===== src/rtl/game_timer_pkg.sv =====
// Shared types and constants for the game countdown timer.
// The optional HUD readout is enabled with the GAME_TIMER_BCD_EN macro.
// Its digit conversion helper is defined here.
package game_timer_pkg;

  typedef enum logic [1:0] {
    IDLE     = 2'd0,
    COUNTING = 2'd1,
    PAUSED   = 2'd2,
    DONE     = 2'd3
  } timer_state_e;

  localparam int unsigned DEFAULT_TICK_THRESHOLD = 25_000_000;
  localparam int unsigned DEFAULT_START_VALUE    = 60;
  localparam int unsigned DEFAULT_MAX_VALUE      = 999;
  localparam int unsigned DEFAULT_WARN_LEVEL     = 10;
  localparam int unsigned DEFAULT_WIDTH          = 10;

  // Converts a value below 1000 into three packed BCD digits:
  // hundreds, then tens, then ones.
  function automatic logic [11:0] to_bcd(input int unsigned value);
    int unsigned hundreds;
    int unsigned tens;
    int unsigned ones;
    hundreds = (value / 100) % 10;
    tens     = (value / 10) % 10;
    ones     = value % 10;
    return {hundreds[3:0], tens[3:0], ones[3:0]};
  endfunction

endpackage


===== src/rtl/game_timer_prescaler.sv =====
// Unit-tick generator for the game timer.
// It counts 0..TICK_THRESHOLD-1 while enabled and raises tick on the wrap cycle.
// While enable is low, it holds its partial count.
module game_timer_prescaler #(
  parameter int unsigned TICK_THRESHOLD = 25_000_000
) (
  input  logic vga_clock,
  input  logic reset,
  input  logic enable,
  input  logic clear,
  output logic tick
);

  localparam int unsigned CW = $clog2(TICK_THRESHOLD);
  localparam logic [CW-1:0] LAST_COUNT = CW'(TICK_THRESHOLD - 1);

  logic [CW-1:0] count_q;
  logic [CW-1:0] count_d;

  assign tick = enable && (count_q == LAST_COUNT);

  // Next count: clear wins, otherwise advance and wrap when enabled.
  always_comb begin
    count_d = count_q;
    if (clear) begin
      count_d = '0;
    end else if (enable) begin
      count_d = tick ? '0 : count_q + CW'(1);
    end
  end

  // Count register with synchronous reset.
  always_ff @(posedge vga_clock) begin
    if (reset) begin
      count_q <= '0;
    end else begin
      count_q <= count_d;
    end
  end

endmodule


===== src/rtl/game_timer.sv =====
// Game countdown timer with pause, time-bonus add, warning and expiry.
// Macro GAME_TIMER_BCD_EN adds the bcd_digits HUD output.
module game_timer
  import game_timer_pkg::*;
#(
  parameter int unsigned TICK_THRESHOLD = DEFAULT_TICK_THRESHOLD,
  parameter int unsigned START_VALUE    = DEFAULT_START_VALUE,
  parameter int unsigned MAX_VALUE      = DEFAULT_MAX_VALUE,
  parameter int unsigned WARN_LEVEL     = DEFAULT_WARN_LEVEL,
  parameter int unsigned WIDTH          = DEFAULT_WIDTH
) (
  input  logic             vga_clock,
  input  logic             reset,
  input  logic             start,
  input  logic             pause,
  input  logic             add_valid,
  input  logic [WIDTH-1:0] add_amount,
  output logic [WIDTH-1:0] seconds,
  output logic             running,
  output logic             warning,
  output logic             done,
  output logic             expired
`ifdef GAME_TIMER_BCD_EN
  ,
  output logic [11:0]      bcd_digits
`endif
);

  localparam logic [WIDTH-1:0] START_W = WIDTH'(START_VALUE);
  localparam logic [WIDTH:0]   MAX_X   = (WIDTH + 1)'(MAX_VALUE);
  localparam logic [WIDTH-1:0] WARN_W  = WIDTH'(WARN_LEVEL);

  timer_state_e     state_q;
  timer_state_e     state_d;
  logic [WIDTH-1:0] seconds_q;
  logic [WIDTH-1:0] seconds_d;
  logic             running_q;
  logic             warning_q;
  logic             warning_d;
  logic             done_q;
  logic             expired_q;
  logic             expired_d;
  logic [WIDTH:0]   base;
  logic [WIDTH:0]   sum;
  logic             tick;
  logic             pre_enable;
  logic             pre_clear;

  // The prescaler advances whenever the timer is live and not held by pause.
  // This includes the PAUSED-to-COUNTING resume cycle.
  assign pre_enable = !start && !pause && (state_q == COUNTING || state_q == PAUSED);
  assign pre_clear  = start || (state_q == IDLE) || (state_q == DONE);

  game_timer_prescaler #(
    .TICK_THRESHOLD(TICK_THRESHOLD)
  ) u_prescaler (
    .vga_clock(vga_clock),
    .reset    (reset),
    .enable   (pre_enable),
    .clear    (pre_clear),
    .tick     (tick)
  );

  // Next-state, next-seconds and expiry decisions.
  // start dominates; tick and add are merged at WIDTH+1 bits before saturation.
  always_comb begin
    state_d   = state_q;
    seconds_d = seconds_q;
    expired_d = 1'b0;
    base      = {1'b0, seconds_q};
    sum       = base;
    if (start) begin
      seconds_d = START_W;
      if (START_VALUE == 0) begin
        state_d   = DONE;
        expired_d = 1'b1;
      end else begin
        state_d = pause ? PAUSED : COUNTING;
      end
    end else begin
      case (state_q)
        COUNTING, PAUSED: begin
          if (tick && seconds_q != '0) begin
            base = base - (WIDTH + 1)'(1);
          end
          sum = add_valid ? base + {1'b0, add_amount} : base;
          seconds_d = (sum > MAX_X) ? MAX_X[WIDTH-1:0] : sum[WIDTH-1:0];
          if (tick && seconds_d == '0) begin
            state_d   = DONE;
            expired_d = 1'b1;
          end else if (state_q == COUNTING && pause) begin
            state_d = PAUSED;
          end else if (state_q == PAUSED && !pause) begin
            state_d = COUNTING;
          end
        end
        default: begin
          state_d = state_q;
        end
      endcase
    end
    warning_d = (state_d == COUNTING || state_d == PAUSED)
                && (seconds_d != '0) && (seconds_d <= WARN_W);
  end

  // Timer FSM with registered outputs.
  // Each output reflects the new state one cycle after its cause.
  always_ff @(posedge vga_clock) begin
    if (reset) begin
      state_q   <= IDLE;
      seconds_q <= START_W;
      running_q <= 1'b0;
      warning_q <= 1'b0;
      done_q    <= 1'b0;
      expired_q <= 1'b0;
    end else begin
      state_q   <= state_d;
      seconds_q <= seconds_d;
      running_q <= (state_d == COUNTING);
      warning_q <= warning_d;
      done_q    <= (state_d == DONE);
      expired_q <= expired_d;
    end
  end

  assign seconds = seconds_q;
  assign running = running_q;
  assign warning = warning_q;
  assign done    = done_q;
  assign expired = expired_q;

`ifdef GAME_TIMER_BCD_EN
  logic [11:0] bcd_q;

  // HUD digits track the seconds register in the same cycle.
  always_ff @(posedge vga_clock) begin
    if (reset) begin
      bcd_q <= to_bcd(START_VALUE);
    end else begin
      bcd_q <= to_bcd(32'(seconds_d));
    end
  end

  assign bcd_digits = bcd_q;
`else
  // Without the HUD option there is no decimal readout.
`endif

endmodule

===== config.mk =====
export PLATFORM = sky130hd
export DESIGN_NAME = game_timer
export DESIGN_NICKNAME = d
export VERILOG_FILES = /design/src/rtl/game_timer_pkg.sv /design/src/rtl/game_timer_prescaler.sv /design/src/rtl/game_timer.sv
export SDC_FILE = /design/constraint.sdc
export NUM_CORES = 1
export LEC_CHECK = 0
export ABC_AREA = 1
export CORE_MARGIN = 4
export CORE_UTILIZATION = 45
export DETAILED_ROUTE_END_ITERATION = 16
export GPL_ROUTABILITY_DRIVEN = 0
export GPL_TIMING_DRIVEN = 0
export SYNTH_ARGS = -nofsm -noshare
export SYNTH_HDL_FRONTEND = slang
export SYNTH_SLANG_ARGS = --single-unit

===== constraint.sdc =====
create_clock -name vga_clock -period 5.5 [get_ports vga_clock]
set_clock_uncertainty 0.1 [all_clocks]
set_input_delay 0.55 -clock vga_clock [delete_from_list [all_inputs] [get_ports vga_clock]]
set_output_delay 0.55 -clock vga_clock [all_outputs]
set_load 0.01 [all_outputs]

==> results of run 1 <==
[report_power, final]
group | switching [mW] | internal, mW
logic | 0.139 | 0.0873
clock network | 0.111 | 0.183
registers | 0.0112 | 0.305
[per-layer routing]
layer	vias up	routed length (um)	GRT usage, %
met5	-	0	0
met4	0	78	4.64
met3	8	212	2.52
met2	45	4220	35.9
met1	1561	3940	26.0
li1	1800	-	-
[worst min-delay path: stages (launching register included)]
cell and delay, ns:
dfxtp_1 0.33, inv_1 0.05, a21oi_1 0.05
[cell usage in the layout (no fill, tap or decap), drive strengths merged]
| master | n |
|---|---|
| a2111oi | 1 |
| a211oi | 2 |
| a21boi | 2 |
| a21o | 1 |
| a21oi | 33 |
| a221oi | 2 |
| a31oi | 1 |
| and2 | 2 |
| bufinv | 2 |
| clkbuf | 12 |
| clkdlybuf4s50 | 27 |
| clkinv | 2 |
| dfxtp | 41 |
| dlymetal6s2s | 1 |
| fa | 1 |
| ha | 18 |
| inv | 78 |
| mux2i | 1 |
| nand2 | 142 |
| nand2b | 1 |
| nand3 | 50 |
| nand3b | 4 |
| nand4 | 16 |
| nor2 | 77 |
| nor3 | 12 |
| nor4 | 4 |
| nor4b | 1 |
| o2111ai | 1 |
| o211ai | 1 |
| o21a | 3 |
| o21ai | 20 |
| o21bai | 1 |
| o31ai | 2 |
| or2 | 2 |
| or3 | 1 |
| xor2 | 3 |
[final timing paths]
path                                   startpoint                                    to  depth (start not counted)
max                         state_q[1]$_SDFF_PP0_                    warning$_SDFF_PP0_                         35
min reg2reg  u_prescaler.count_q[24]$_SDFFE_PP0P_  u_prescaler.count_q[24]$_SDFFE_PP0P_                          2
min          u_prescaler.count_q[24]$_SDFFE_PP0P_  u_prescaler.count_q[24]$_SDFFE_PP0P_                          2
max reg2reg                 state_q[1]$_SDFF_PP0_                    warning$_SDFF_PP0_                         35
[cell type report]
| cell class | count | area [um2] |
|---|---|---|
| plain buffers | 7 | 26.3 |
| clock buffers | 5 | 68.8 |
| clock inverters | 3 | 68.8 |
| fillers | 737 | 3110 |
| inverters | 79 | 297 |
| multi-input cells | 405 | 2110 |
| flip-flops and latches | 41 | 821 |
| well taps | 96 | 120 |
| repair buffers | 28 | 283 |
[state kept, by name (all words and copies together) (netlist names)]
| signal | cells |
|---|---|
| u_prescaler.count_q | 25 |
| seconds | 10 |
| state_q | 2 |
| done | 1 |
| expired | 1 |
| running | 1 |
| warning | 1 |
[through the flow]
stage / power, mW / instances
after floorplan: 0.476 / 532
after global placement: 0.545 / 656
after detailed placement: 0.547 / 656
after CTS: 0.843 / 664
after global routing: 0.888 / 664
final: 0.837 / 664
[logic make-up after synthesis]
logic type	share of synthesized area, %
compound gates	12.2
xor+xnor	0.811
fa+ha+maj	7.56
buf+inv	9.96
flops	25.3
mux	0.309
simple gates	43.8
==> reports/metrics.cfg, run 1 <==
[detailed_routing]
routed_via_density=5.14
wire_per_inst_um=12.7
drc_errors=0
drt_iter0_drc=139
detail-route-antenna-nets=0
drtPass1Iterations=5
vias=3414
finalWirelength_mm=8.45

[worst_setup_path]
r2r_slack_ns=0.49
startpoint_type=flip-flop
critPathBufInv=3
worst_path_largest_cell_delay_ns=0.40
cp.required_ns=5.64
worstSetupPathType=reg2reg
path_max_fanout=7
cpLargestDelayFamily=simple AND/OR/NAND/NOR gates
slowest_stage=ha_2
crit_path_frequent_cell=nand2_1
cp-end-kind=flip-flop
cp_data_arrival_time_ns=5.15

[die]
fp.dieH_um=92.9
die_x_um=92.9
fp-row-count=30
ios=29
initial_core_util_pct=46.9
die_area_um2=8630
core_um2=6910

[clock_tree]
cts_setup_buffers=0
ctsResizeCount=0
clk_latency_ns=0.29
clk_pin_slew_ns=0.09
numCtsBuffers=5
cts_root_buf=clkbuf_8
clk_path_buf_depth=2
hold_buffers=0
cts_tree=done
clkSinkCount=41
htreeDepth=2

[sta]
setup_tns_ns=0
fmax_ghz=0.200
worst_pin_slew_ns=0.532
slew_viol_final=0
min_period_ns=5.01
hold_violations=0
whs_ns=0.368
period_share_pct=91.1
final.setup.worst_slack_ns=0.489
rsz0062_at_grt=false
slew_headroom_pct=64.5
setup_viol=0

[cells_and_area]
area_growth_pct=17.2
finish.utilization_pct=55.0
antenna_cells=0
final_nets=601
final_area_um2=3800
drive_gt1_share_pct=5.99

[outcome]
outcome=complete, no violations

[synthesis]
synth_edf_count=0
syn_inst=532
synthesis.area_um2=3240
async_flop_share_pct=0
yosysMostFrequentCell=nand2_1
yosysTopAreaCell=dfxtp_1
ys_types=42
ys_seq_area_share_pct=25.3
yosysWarnings=0
synth_common_cells=nand2_1, inv_1, nor2_1
synth_nets=566
synthTopCellsByArea=dfxtp_1, nand2_1, inv_1, nor2_1, nand3_1
synth.avg_cell_area_um2=6.09
synth_top_area_share_pct=25.3
ys.flop_type=dfxtp_1
ys_ff_latch=41

[placement]
portBuffers=28
pre_cts_ws_ns=0.0229
dp_hpwl_mm=6.92
placed_cell_area_um2=3640

[global_route]
antenna_found_initial=0
grt_pass1_wl_mm=14.4
grt-ovfl-total=0
grt_pass1_vias=3212
grt_usage_pct=20.2
grt_max_degree=15

[run]
drv_cap=0

[power_and_ir_drop]
p_leak_nw=1.61
p_per_area_nw_per_um2=220
peakVddDrop_mv=0.121

[hold_path]
hold_path.class=reg2reg

Note: power is estimated with default switching activity, not from simulation.
==> run 2: changes to the inputs <==
==> constraint.sdc (replaced) <==
create_clock -name vga_clock -period 5.5 [get_ports vga_clock]
set_clock_uncertainty 0.1 [all_clocks]
set_input_delay 1.1 -clock vga_clock [delete_from_list [all_inputs] [get_ports vga_clock]]
set_output_delay 1.1 -clock vga_clock [all_outputs]
set_load 0.01 [all_outputs]
==> run 2 against run 1 <==
Effect of this change:
- register-to-register slack better by 0.09 ns
- non-clock buffer count rose by 10
- fmax is 3.3% lower
- critical path depth unchanged
- sequential share of layout area decreased by 0.74 points
- clock power about the same
- power rose by 1.4%
- routed wire length is 0.79% higher
- sequential power about the same
- highest routed layer unchanged
==> reports/metrics.cfg, run 2 (synthesized netlist as in run 1, its figures left out) <==
[power_and_ir_drop]
p_leak_nw=1.66
p_switching_mw=0.267
p_clk_share_pct=34.7
p_per_area_nw_per_um2=216
p_int_mw=0.582
peakVddDrop_mv=0.121
combPwrFrac_pct=28.0
swShare_pct=31.4
share_seq_of_total_power_pct=37.2

[placement]
dp_hpwl_mm=6.92
dp_cells=656
pre_cts_ws_ns=-0.527
portBuffers=28

[die]
initial_core_util_pct=46.9
fp.dieH_um=92.9
die_x_um=92.9
fp-row-count=30
die_area_um2=8630
core_um2=6910
ios=29

[cells_and_area]
largest_register_ffs=25
seqCellArea_um2=821
antenna_cells=0
final_nets=611
drive_gt1_share_pct=10.0
fin_cells=674
area_growth_pct=21.3
regMostFlops=u_prescaler.count_q
fill_cells=723
layout_commonest_cell=nand2_1
mostFrequentLayoutCells=nand2_1, inv_1, nor2_1
multiInputGateArea_um2=2180

[sta]
hold_violations=0
period_share_pct=94.2
slew_viol_final=0
worst_pin_slew_ns=0.533
whs_ns=0.369
setup_viol=0
final.setup.worst_slack_ns=0.319
slew_headroom_pct=64.5
fmax_ghz=0.193
min_period_ns=5.18
setup_tns_ns=0

[outcome]
outcome=complete, no violations

[global_route]
grt_pass1_wl_mm=14.4
grt_pass1_vias=3207
grt-ovfl-total=0
grt_usage_pct=20.2
antenna_found_initial=0
grt_max_degree=15

[worst_setup_path]
slowest_stage=dlygate4sd2_1
cp_data_arrival_time_ns=5.32
worstSetupPathType=in2reg
path_max_fanout=7
startpoint_type=input pin
cp.required_ns=5.64
cp-end-kind=flip-flop
crit_path_frequent_cell=nand2_1
worst_path_largest_cell_delay_ns=0.31

[run]
drv_cap=0

[detailed_routing]
wire_per_inst_um=12.6
vias=3456
drt_iter0_drc=128
drtPass1Iterations=5
drc_errors=0
routed_via_density=5.13
detail-route-antenna-nets=0
finalWirelength_mm=8.52

[clock_tree]
htreeDepth=2
numCtsBuffers=5
cts_tree=done
clk_path_buf_depth=2
clkSinkCount=41
clk_latency_ns=0.29
clk_pin_slew_ns=0.09
cts_root_buf=clkbuf_8

[hold_path]
hold_path.class=reg2reg

[run 2: cell type report]
| class | instances | area share [%] |
|---|---|---|
| repair buffers | 38 | 9.06 |
| flip-flops and latches | 41 | 20.9 |
| inverters | 79 | 7.54 |
| clock buffers | 5 | 1.75 |
| clock inverters | 3 | 1.75 |
| multi-input cells | 405 | 55.3 |
| plain buffers | 7 | 0.668 |
| well taps | 96 | 3.05 |
[run 2: per-layer routing]
metal  part of all wire (%)  up-vias  GRT usage [%]  routed length [um]
li1                       -     1821              -                   -
met1                     46     1578           26.0                3920
met2                     51       49           36.1                4310
met3                    2.5        8           2.44                 214
met4                    1.0        0           4.27                  86
met5                      0        -              0                   0
[run 2: worst paths after layout]
| path | startpoint | to | slack [ns] | depth (start not counted) |
|---|---|---|---|---|
| setup / recovery | start | warning$_SDFF_PP0_ | 0.32 | 35 |
| hold / removal | u_prescaler.count_q[24]$_SDFFE_PP0P_ | u_prescaler.count_q[24]$_SDFFE_PP0P_ | 0.37 | 2 |
| setup reg to reg | state_q[1]$_SDFF_PP0_ | warning$_SDFF_PP0_ | 0.58 | 35 |
| hold reg to reg | u_prescaler.count_q[24]$_SDFFE_PP0P_ | u_prescaler.count_q[24]$_SDFFE_PP0P_ | 0.37 | 2 |
[run 2: through the flow]
step	power [mW]	utilization (%)	area (um2)
after floorplan	0.476	-	3240
after global placement	0.545	52.7	3640
after detailed placement	0.547	52.7	3640
after CTS	0.843	54.8	3780
after global routing	0.901	57.0	3930
final	0.849	57.0	3930
[run 2: what timing repair did]
| action | in CTS | in global routing |
|---|---|---|
| hold buffers | 0 | 0 |
| resized for setup | 2 | 24 |
| pin swaps | 0 | 7 |
| setup endpoints to repair | 1 | 1 |
| setup buffers | 0 | 10 |
[run 2: power groups by stage]
stage,combinational [mW],sequential (mW),clock [mW]
final,0.238,0.316,0.295
after global routing,0.274,0.318,0.309
after CTS,0.225,0.316,0.302
after detailed placement,0.223,0.323,0
after global placement,0.221,0.323,0
after floorplan,0.152,0.323,0
[run 2: critical path: cells and delay by family]
kind / cells / cell delay [ns]
simple gates: 27 / 2.80
compound gates: 1 / 0.07
fa+ha+maj: 2 / 0.58
xor+xnor: 1 / 0.19
buf+inv: 4 / 0.58
